**src/rtl/tc_b_dn_skew_pkg.sv**
```systemverilog
// Shared types and default dimensions for the B-operand distribution network.
package tc_b_dn_pkg;

    typedef enum logic {
        TC_B_MODE_BCAST = 1'b0,
        TC_B_MODE_SKEW  = 1'b1
    } tc_b_mode_e;

    localparam int unsigned TC_B_NUM_TILE   = 16;
    localparam int unsigned TC_B_DW_DATA    = 16;
    localparam int unsigned TC_B_N_PE       = 4;
    localparam int unsigned TC_B_FIFO_DEPTH = 4;
    localparam int unsigned TC_B_STALL_W    = 16;

endpackage

```
**src/rtl/tc_b_dn_skew_if.sv**
```systemverilog
// Row handshake bundle: B-buffer side (in_*) and PE-array side (out_*).
interface tc_b_dn_skew_if
    import tc_b_dn_pkg::*;
#(
    parameter int unsigned NUM_TILE = TC_B_NUM_TILE,
    parameter int unsigned DW_DATA  = TC_B_DW_DATA,
    parameter int unsigned N_PE     = TC_B_N_PE
);
    logic                              in_valid;
    logic                              in_ready;
    logic [NUM_TILE*DW_DATA-1:0]       in_b;
    logic                              out_ready;
    logic [N_PE-1:0]                   out_valid;
    logic [N_PE*NUM_TILE*DW_DATA-1:0]  out_b;

    // Distribution network side
    modport slave (
        input  in_valid, in_b, out_ready,
        output in_ready, out_valid, out_b
    );

    // Environment side (B buffer producer and PE array consumer)
    modport master (
        output in_valid, in_b, out_ready,
        input  in_ready, out_valid, out_b
    );
endinterface

```
**src/rtl/tc_b_dn_skew_row_fifo.sv**
```systemverilog
// Row FIFO with full/empty flags and synchronous clear; pointers carry a wrap bit.
module tc_b_row_fifo
    import tc_b_dn_pkg::*;
#(
    parameter int unsigned WIDTH = TC_B_NUM_TILE * TC_B_DW_DATA,
    parameter int unsigned DEPTH = TC_B_FIFO_DEPTH
) (
    input  logic             clk,
    input  logic             rst_n,
    input  logic             i_clr,
    input  logic             i_push,
    input  logic [WIDTH-1:0] i_data,
    input  logic             i_pop,
    output logic [WIDTH-1:0] o_data,
    output logic             o_full,
    output logic             o_empty
);
    localparam int unsigned AW = $clog2(DEPTH);
    localparam logic [AW:0] PTR_ONE = 1;

    logic [WIDTH-1:0] r_mem [DEPTH];
    logic [AW:0]      r_wptr;
    logic [AW:0]      r_rptr;
    logic             w_wr;
    logic             w_rd;

    assign o_empty = (r_wptr == r_rptr);
    assign o_full  = (r_wptr[AW] != r_rptr[AW]) && (r_wptr[AW-1:0] == r_rptr[AW-1:0]);
    assign w_wr    = i_push && !o_full && !i_clr;
    assign w_rd    = i_pop && !o_empty && !i_clr;
    assign o_data  = r_mem[r_rptr[AW-1:0]];

    always_ff @(posedge clk or negedge rst_n) begin
        if (!rst_n) begin
            r_wptr <= '0;
            r_rptr <= '0;
        end else if (i_clr) begin
            r_wptr <= '0;
            r_rptr <= '0;
        end else begin
            if (w_wr) r_wptr <= r_wptr + PTR_ONE;
            if (w_rd) r_rptr <= r_rptr + PTR_ONE;
        end
    end

    // Storage needs no reset: entries are only read after being written.
    always_ff @(posedge clk) begin
        if (w_wr) r_mem[r_wptr[AW-1:0]] <= i_data;
    end

endmodule

```
**src/rtl/tc_b_dn_skew.sv**
```systemverilog
// B-operand distribution: row FIFO feeding N_PE stages in broadcast or skew mode.
// Optional stall counter port enabled by defining TC_B_DN_STALL_CNT_EN.
module tc_b_dn_skew
    import tc_b_dn_pkg::*;
#(
    parameter int unsigned NUM_TILE   = TC_B_NUM_TILE,
    parameter int unsigned DW_DATA    = TC_B_DW_DATA,
    parameter int unsigned N_PE       = TC_B_N_PE,
    parameter int unsigned FIFO_DEPTH = TC_B_FIFO_DEPTH
) (
    input  logic                 clk,
    input  logic                 reset,
    input  logic                 mode,
    input  logic                 flush,
    tc_b_dn_skew_if.slave        bus,
    output logic                 busy
`ifdef TC_B_DN_STALL_CNT_EN
    ,
    output logic [TC_B_STALL_W-1:0] stall_cnt
`endif
);
    localparam int unsigned ROW_W = NUM_TILE * DW_DATA;

    logic [ROW_W-1:0] w_head;
    logic             w_full;
    logic             w_empty;
    logic             w_push;
    logic             w_adv;
    logic             w_pop;

    tc_b_mode_e       r_mode_q;
    logic [ROW_W-1:0] r_stage_b [N_PE];
    logic [N_PE-1:0]  r_stage_v;

    // No push-through when full: in_ready ignores a same-cycle pop.
    assign bus.in_ready = !w_full && !flush;
    assign w_push       = bus.in_valid && bus.in_ready;
    assign w_adv        = bus.out_ready && !flush;
    assign w_pop        = w_adv && !w_empty;

    tc_b_row_fifo #(
        .WIDTH (ROW_W),
        .DEPTH (FIFO_DEPTH)
    ) u_row_fifo (
        .clk     (clk),
        .rst_n   (reset),
        .i_clr   (flush),
        .i_push  (w_push),
        .i_data  (bus.in_b),
        .i_pop   (w_pop),
        .o_data  (w_head),
        .o_full  (w_full),
        .o_empty (w_empty)
    );

    always_ff @(posedge clk or negedge reset) begin
        if (!reset) begin
            r_stage_v <= '0;
            for (int unsigned p = 0; p < N_PE; p++) r_stage_b[p] <= '0;
        end else if (flush) begin
            r_stage_v <= '0;
        end else if (w_adv) begin
            if (r_mode_q == TC_B_MODE_BCAST) begin
                r_stage_v <= {N_PE{w_pop}};
                for (int unsigned p = 0; p < N_PE; p++) begin
                    if (w_pop) r_stage_b[p] <= w_head;
                end
            end else begin
                // Bubbles shift like rows; stage 0 data holds when nothing is popped.
                r_stage_v[0] <= w_pop;
                if (w_pop) r_stage_b[0] <= w_head;
                for (int unsigned p = 1; p < N_PE; p++) begin
                    r_stage_v[p] <= r_stage_v[p-1];
                    r_stage_b[p] <= r_stage_b[p-1];
                end
            end
        end
    end

    always_ff @(posedge clk or negedge reset) begin
        if (!reset) begin
            r_mode_q <= TC_B_MODE_BCAST;
        end else if (!busy) begin
            r_mode_q <= tc_b_mode_e'(mode);
        end
    end

    assign busy          = !w_empty || (|r_stage_v);
    assign bus.out_valid = r_stage_v;

    for (genvar gp = 0; gp < N_PE; gp++) begin : g_out
        assign bus.out_b[gp*ROW_W +: ROW_W] = r_stage_b[gp];
    end

`ifdef TC_B_DN_STALL_CNT_EN
    logic [TC_B_STALL_W-1:0] r_stall_cnt;

    always_ff @(posedge clk or negedge reset) begin
        if (!reset) begin
            r_stall_cnt <= '0;
        end else if (flush) begin
            r_stall_cnt <= '0;
        end else if (!bus.out_ready && (|r_stage_v) && (r_stall_cnt != '1)) begin
            r_stall_cnt <= r_stall_cnt + 1'b1;
        end
    end

    assign stall_cnt = r_stall_cnt;
`endif

endmodule

```
**src/flat_wrapper.sv**
```systemverilog
// flat-port wrapper written by rule: the top's interface ports become plain ports
module tc_b_dn_skew_flat import tc_b_dn_pkg::*;
#(
    parameter int unsigned NUM_TILE   = TC_B_NUM_TILE,
    parameter int unsigned DW_DATA    = TC_B_DW_DATA,
    parameter int unsigned N_PE       = TC_B_N_PE,
    parameter int unsigned FIFO_DEPTH = TC_B_FIFO_DEPTH
)
  (clk, reset, mode, flush, busy, bus_in_valid, bus_in_b, bus_out_ready, bus_in_ready, bus_out_valid, bus_out_b);
  tc_b_dn_skew_if #(.NUM_TILE(NUM_TILE), .DW_DATA(DW_DATA), .N_PE(N_PE)) bus_i ();
  input  logic clk;
  input  logic reset;
  input  logic mode;
  input  logic flush;
  output logic busy;
  input wire logic [$bits(bus_i.in_valid)-1:0] bus_in_valid;
  input wire logic [$bits(bus_i.in_b)-1:0] bus_in_b;
  input wire logic [$bits(bus_i.out_ready)-1:0] bus_out_ready;
  output wire logic [$bits(bus_i.in_ready)-1:0] bus_in_ready;
  output wire logic [$bits(bus_i.out_valid)-1:0] bus_out_valid;
  output wire logic [$bits(bus_i.out_b)-1:0] bus_out_b;
  assign bus_i.in_valid = bus_in_valid;
  assign bus_i.in_b = bus_in_b;
  assign bus_i.out_ready = bus_out_ready;
  assign bus_in_ready = bus_i.in_ready;
  assign bus_out_valid = bus_i.out_valid;
  assign bus_out_b = bus_i.out_b;
  tc_b_dn_skew #(.NUM_TILE(NUM_TILE), .DW_DATA(DW_DATA), .N_PE(N_PE), .FIFO_DEPTH(FIFO_DEPTH)) u_core (.clk(clk), .reset(reset), .mode(mode), .flush(flush), .bus(bus_i), .busy(busy));
endmodule
```
**config.mk**
```make
export PLATFORM = sky130hd
export DESIGN_NAME = tc_b_dn_skew_flat
export DESIGN_NICKNAME = d
export VERILOG_FILES = /design/src/rtl/tc_b_dn_skew_pkg.sv /design/src/rtl/tc_b_dn_skew_if.sv /design/src/rtl/tc_b_dn_skew_row_fifo.sv /design/src/rtl/tc_b_dn_skew.sv /design/src/flat_wrapper.sv
export SDC_FILE = /design/constraint.sdc
export NUM_CORES = 2
export LEC_CHECK = 0
export BUFFER_PORTS_ARGS = -buffer_cell sky130_fd_sc_hd__buf_2
export CAP_MARGIN = 5
export CORE_MARGIN = 1.5
export CORE_UTILIZATION = 25
export DETAILED_ROUTE_END_ITERATION = 7
export PLACE_DENSITY = 0.45
export SETUP_SLACK_MARGIN = 0.02
export SYNTH_ARGS = -nofsm -noshare
export SYNTH_HDL_FRONTEND = slang
export SYNTH_HIERARCHICAL = 1
export SYNTH_SLANG_ARGS = --single-unit
export TNS_END_PERCENT = 100
```
**constraint.sdc**
```tcl
create_clock -name clk -period 11.5 [get_ports clk]
set_input_delay 2.875 -clock clk [delete_from_list [all_inputs] [get_ports clk]]
set_output_delay 2.875 -clock clk [all_outputs]
set_load 0.02 [all_outputs]
```
==> results.md <==
- Status: completed
- RSZ-0062 raised after global routing: no
- Power share of the sequential group: 0.368
- First-pass GRT wire length: 393 mm
- P&R area growth vs syn: 21.2%
- Area contributors post-synth: edfxtp_1, dfrtp_1, mux2_4
- Initial DRC Count: 3219
- Most common cell after layout, fill and taps aside: nand2_1
- Post-Synth Adder-Cell Area: 0.000722
- Largest family of logic cells by synthesized area: multiplexers
- Mean cell area of the mapped netlist: 15.7 um2
- Period minus WS final: between 6000 and 7000 ps
- Worst clock skew: ~80 ps
- CP Max Fanout: 16
- Post-CTS Hold Buffers: 0
- Setup_tns: 0 ps
- Combinational fraction of design power: 0.379
- CTS tree: done
- Synth top area share: 0.355
- Pin count of the biggest net entering global routing: 153
- DR vias: 50.3k
- Top Ports: 1292
- Die height: 592 um
- CP startpoint: flush
- Worst reg2reg startpoint: u_core/u_row_fifo/r_rptr[1]
- Clk root buf: clkbuf_16
- Max Cap Viol: 0
- CTS max path bufs: 4
- Hold crit path type: reg2reg
- Routed len/inst: 24.0 um
- FF+latch count, synth: 2059
- Final HPWL from detailed placement: 196 mm
- Layout cell share with drive strength beyond 1: 0.427
- # clock sinks: 2059
- Total global-route track usage: 0.154
- Leak: 44.8 nW
- Int Pwr: 18.6 mW
- Simple-Gate Fraction of Synth Area: 0.0878
- Vias per cell: 4.34
- Element type at the critical path start: input port
- Syn_nets: 5767
- Fmax: 0.157 GHz
- Synthesized area: 86600 um2
- Max_slew headroom: 0.150
- CTS buffer count: 234
- Total Nets Final: 7070
- Gp weighted congestion: 0.832
- CP Data Required Time: between 8000 and 9000 ps
- Most frequent cells in the layout: nand2_1, buf_2, dfrtp_1
- Setup CP Type: in2out
- WP data arrival: 3500 ps
- Initial antenna violation count: 134
- CTS resizes: 0
- DRC viols: 0
- Routed WL: ~280 mm
- Synth Area in XOR/XNOR: 0.000694
- Placed Instances: 11.1k
- # port buffers: approximately 1.3k
- Tcrit/Tclk final: 0.554
- Clock-pin slew on the worst setup and hold paths: 60 ps
- Row count: 215
- Slew Viols, Final: 0
- Core area: 344000 um2
- Clock Latency Late Sink: about 950 ps
- Crit end category: primary output
- Drt pass-1 iters: 8
- Postcts setup bufs: 0
- Distinct cell type count after synthesis: between 40 and 50
- Post-route antenna net violation count: 0
- Total grt overflow: 0
- Count of final setup violators: 0
- Final hold viol count: 0
- Post-Syn Instances: between 5k and 6k
- Mux share of post-synthesis cell area: 0.226
- Slew @ Worst Pin: approximately 1300 ps
- Sw Share: 0.383
- Chip width: 592 um
- Initial Util: 0.252
- Warnings from Yosys: 6
- Yosys top cell by area: edfxtp_1
- Worst min-delay path startpoint: u_core/bus.out_b[836]
- Power per cell area: between 200 and 300 nW/um2
- Post-synthesis compound-gate area fraction: 0.00176
- Register area share after synthesis: 0.654
- Vias in the first global route: between 50k and 60k
- Die ar.: about 350000 um2
- H-tree Lvls: 4
- Part of the power in the clock network: 0.253
- Max VDD drop: 0.000202 V
- Switching power total: between 10 and 15 mW
- Layout Cells excl Fill: 11.6k
flip-flops by register name, indices dropped and copies added, names as in the netlist:
name,flops
u_core/bus.out_b,1024
u_core/u_row_fifo/r_mem,1024
u_core/bus.out_valid,4
u_core/u_row_fifo/r_rptr,3
u_core/u_row_fifo/r_wptr,3
u_core/r_mode_q,1
routing by layer:
layer / vias to the layer above / part of all wire / global-route usage
met4: 70 / 0.033 / 0.0470
met3: 540 / 0.064 / 0.0395
met5: - / 0.0015 / 0
met1: 26000 / 0.43 / 0.199
li1: 22200 / - / -
met2: 1466 / 0.47 / 0.253
worst max-delay path: stages:
cell and delay (ps):
buf_2 200, nor2_1 220, buf_2 200
Yosys cell counts:
cell type     n
nand2_1    1539
dfrtp_1    1035
edfxtp_1   1024
mux2_4      600
mux2_2      425
nand2b_1    257
mux4_2      256
buf_2       125
buf_12       66
clkbuf_1     42
buf_4        41
buf_1        13
a21oi_1       7
nor2_1        7
and2_1        5
ha_1          5
inv_1         5
a211oi_1      4
nand3_1       4
nand4_1       4
nor4_1        4
nor2b_1       3
xnor2_1       3
a22oi_1       2
a31oi_1       2
nor3_1        2
nor3b_1       2
o211ai_1      2
o21ai_0       2
xor2_1        2
a21oi_4       1
a311oi_1      1
and3_1        1
buf_8         1
inv_2         1
mux2i_1       1
nand2b_4      1
nand4bb_1     1
nor2_2        1
o211a_1       1
or4_1         1
xor2_2        1
worst paths after layout:
check                                                  endpoint  depth (start not counted)  slack, ps
min in group asynchronous                 u_core/bus.out_b[946]                          1       1910
worst min-delay path                      u_core/bus.out_b[836]                          1        500
max in group asynchronous                 u_core/bus.out_b[807]                          3       7380
worst max-delay path                               bus_in_ready                          3       5130
worst max register to register  u_core/u_row_fifo/r_mem[1][134]                          9       6310
worst min register to register            u_core/bus.out_b[836]                          1        500
per-stage QoR:
step / utilization / hold WS (ps) / total power [mW] / area (um2) / setup slack (ps)
after CTS: 0.305 / 506 / 30.6 / 105000 / 5100
after global routing: 0.305 / 518 / 31.7 / 105000 / 5080
after detailed placement: 0.282 / 490 / 22.8 / 97100 / 4690
after global placement: 0.282 / 486 / 22.6 / 97100 / 4680
final: 0.305 / 501 / 30.1 / 105000 / 5130
after floorplan: - / 604 / 18.4 / 86600 / 1110
layout make-up:
type | count | area [um2]
diodes | 18 | 45.0
clock buffers | 337 | 6550
clock inverters | 101 | 1250
fillers | 34300 | 239000
inverters | 6 | 22.5
multi-input cells | 3147 | 27500
flip-flops and latches | 2059 | 56700
well taps | 4557 | 5700
repair buffers | 1355 | 7260
power groups by stage:
stage / Combinational [mW] / Clock, mW / Sequential, mW
floorplan: 5.38 / 0 / 13.0
global placement: 11.5 / 0 / 11.2
global route: 12.2 / 8.14 / 11.4
finish: 11.4 / 7.63 / 11.1
detailed placement: 11.6 / 0 / 11.2
CTS: 11.6 / 7.88 / 11.1
logic make-up after synthesis:
logic type                 after synthesis
adders and majority gates                5
AOI/OAI and AO/OA                       22
xor gates and xnor gates                 6
and+or+nand+nor                       1832
DFF                                   2059
buffers and inverters                  294
muxes                                 1282
(Power assumes the default switching activity.)
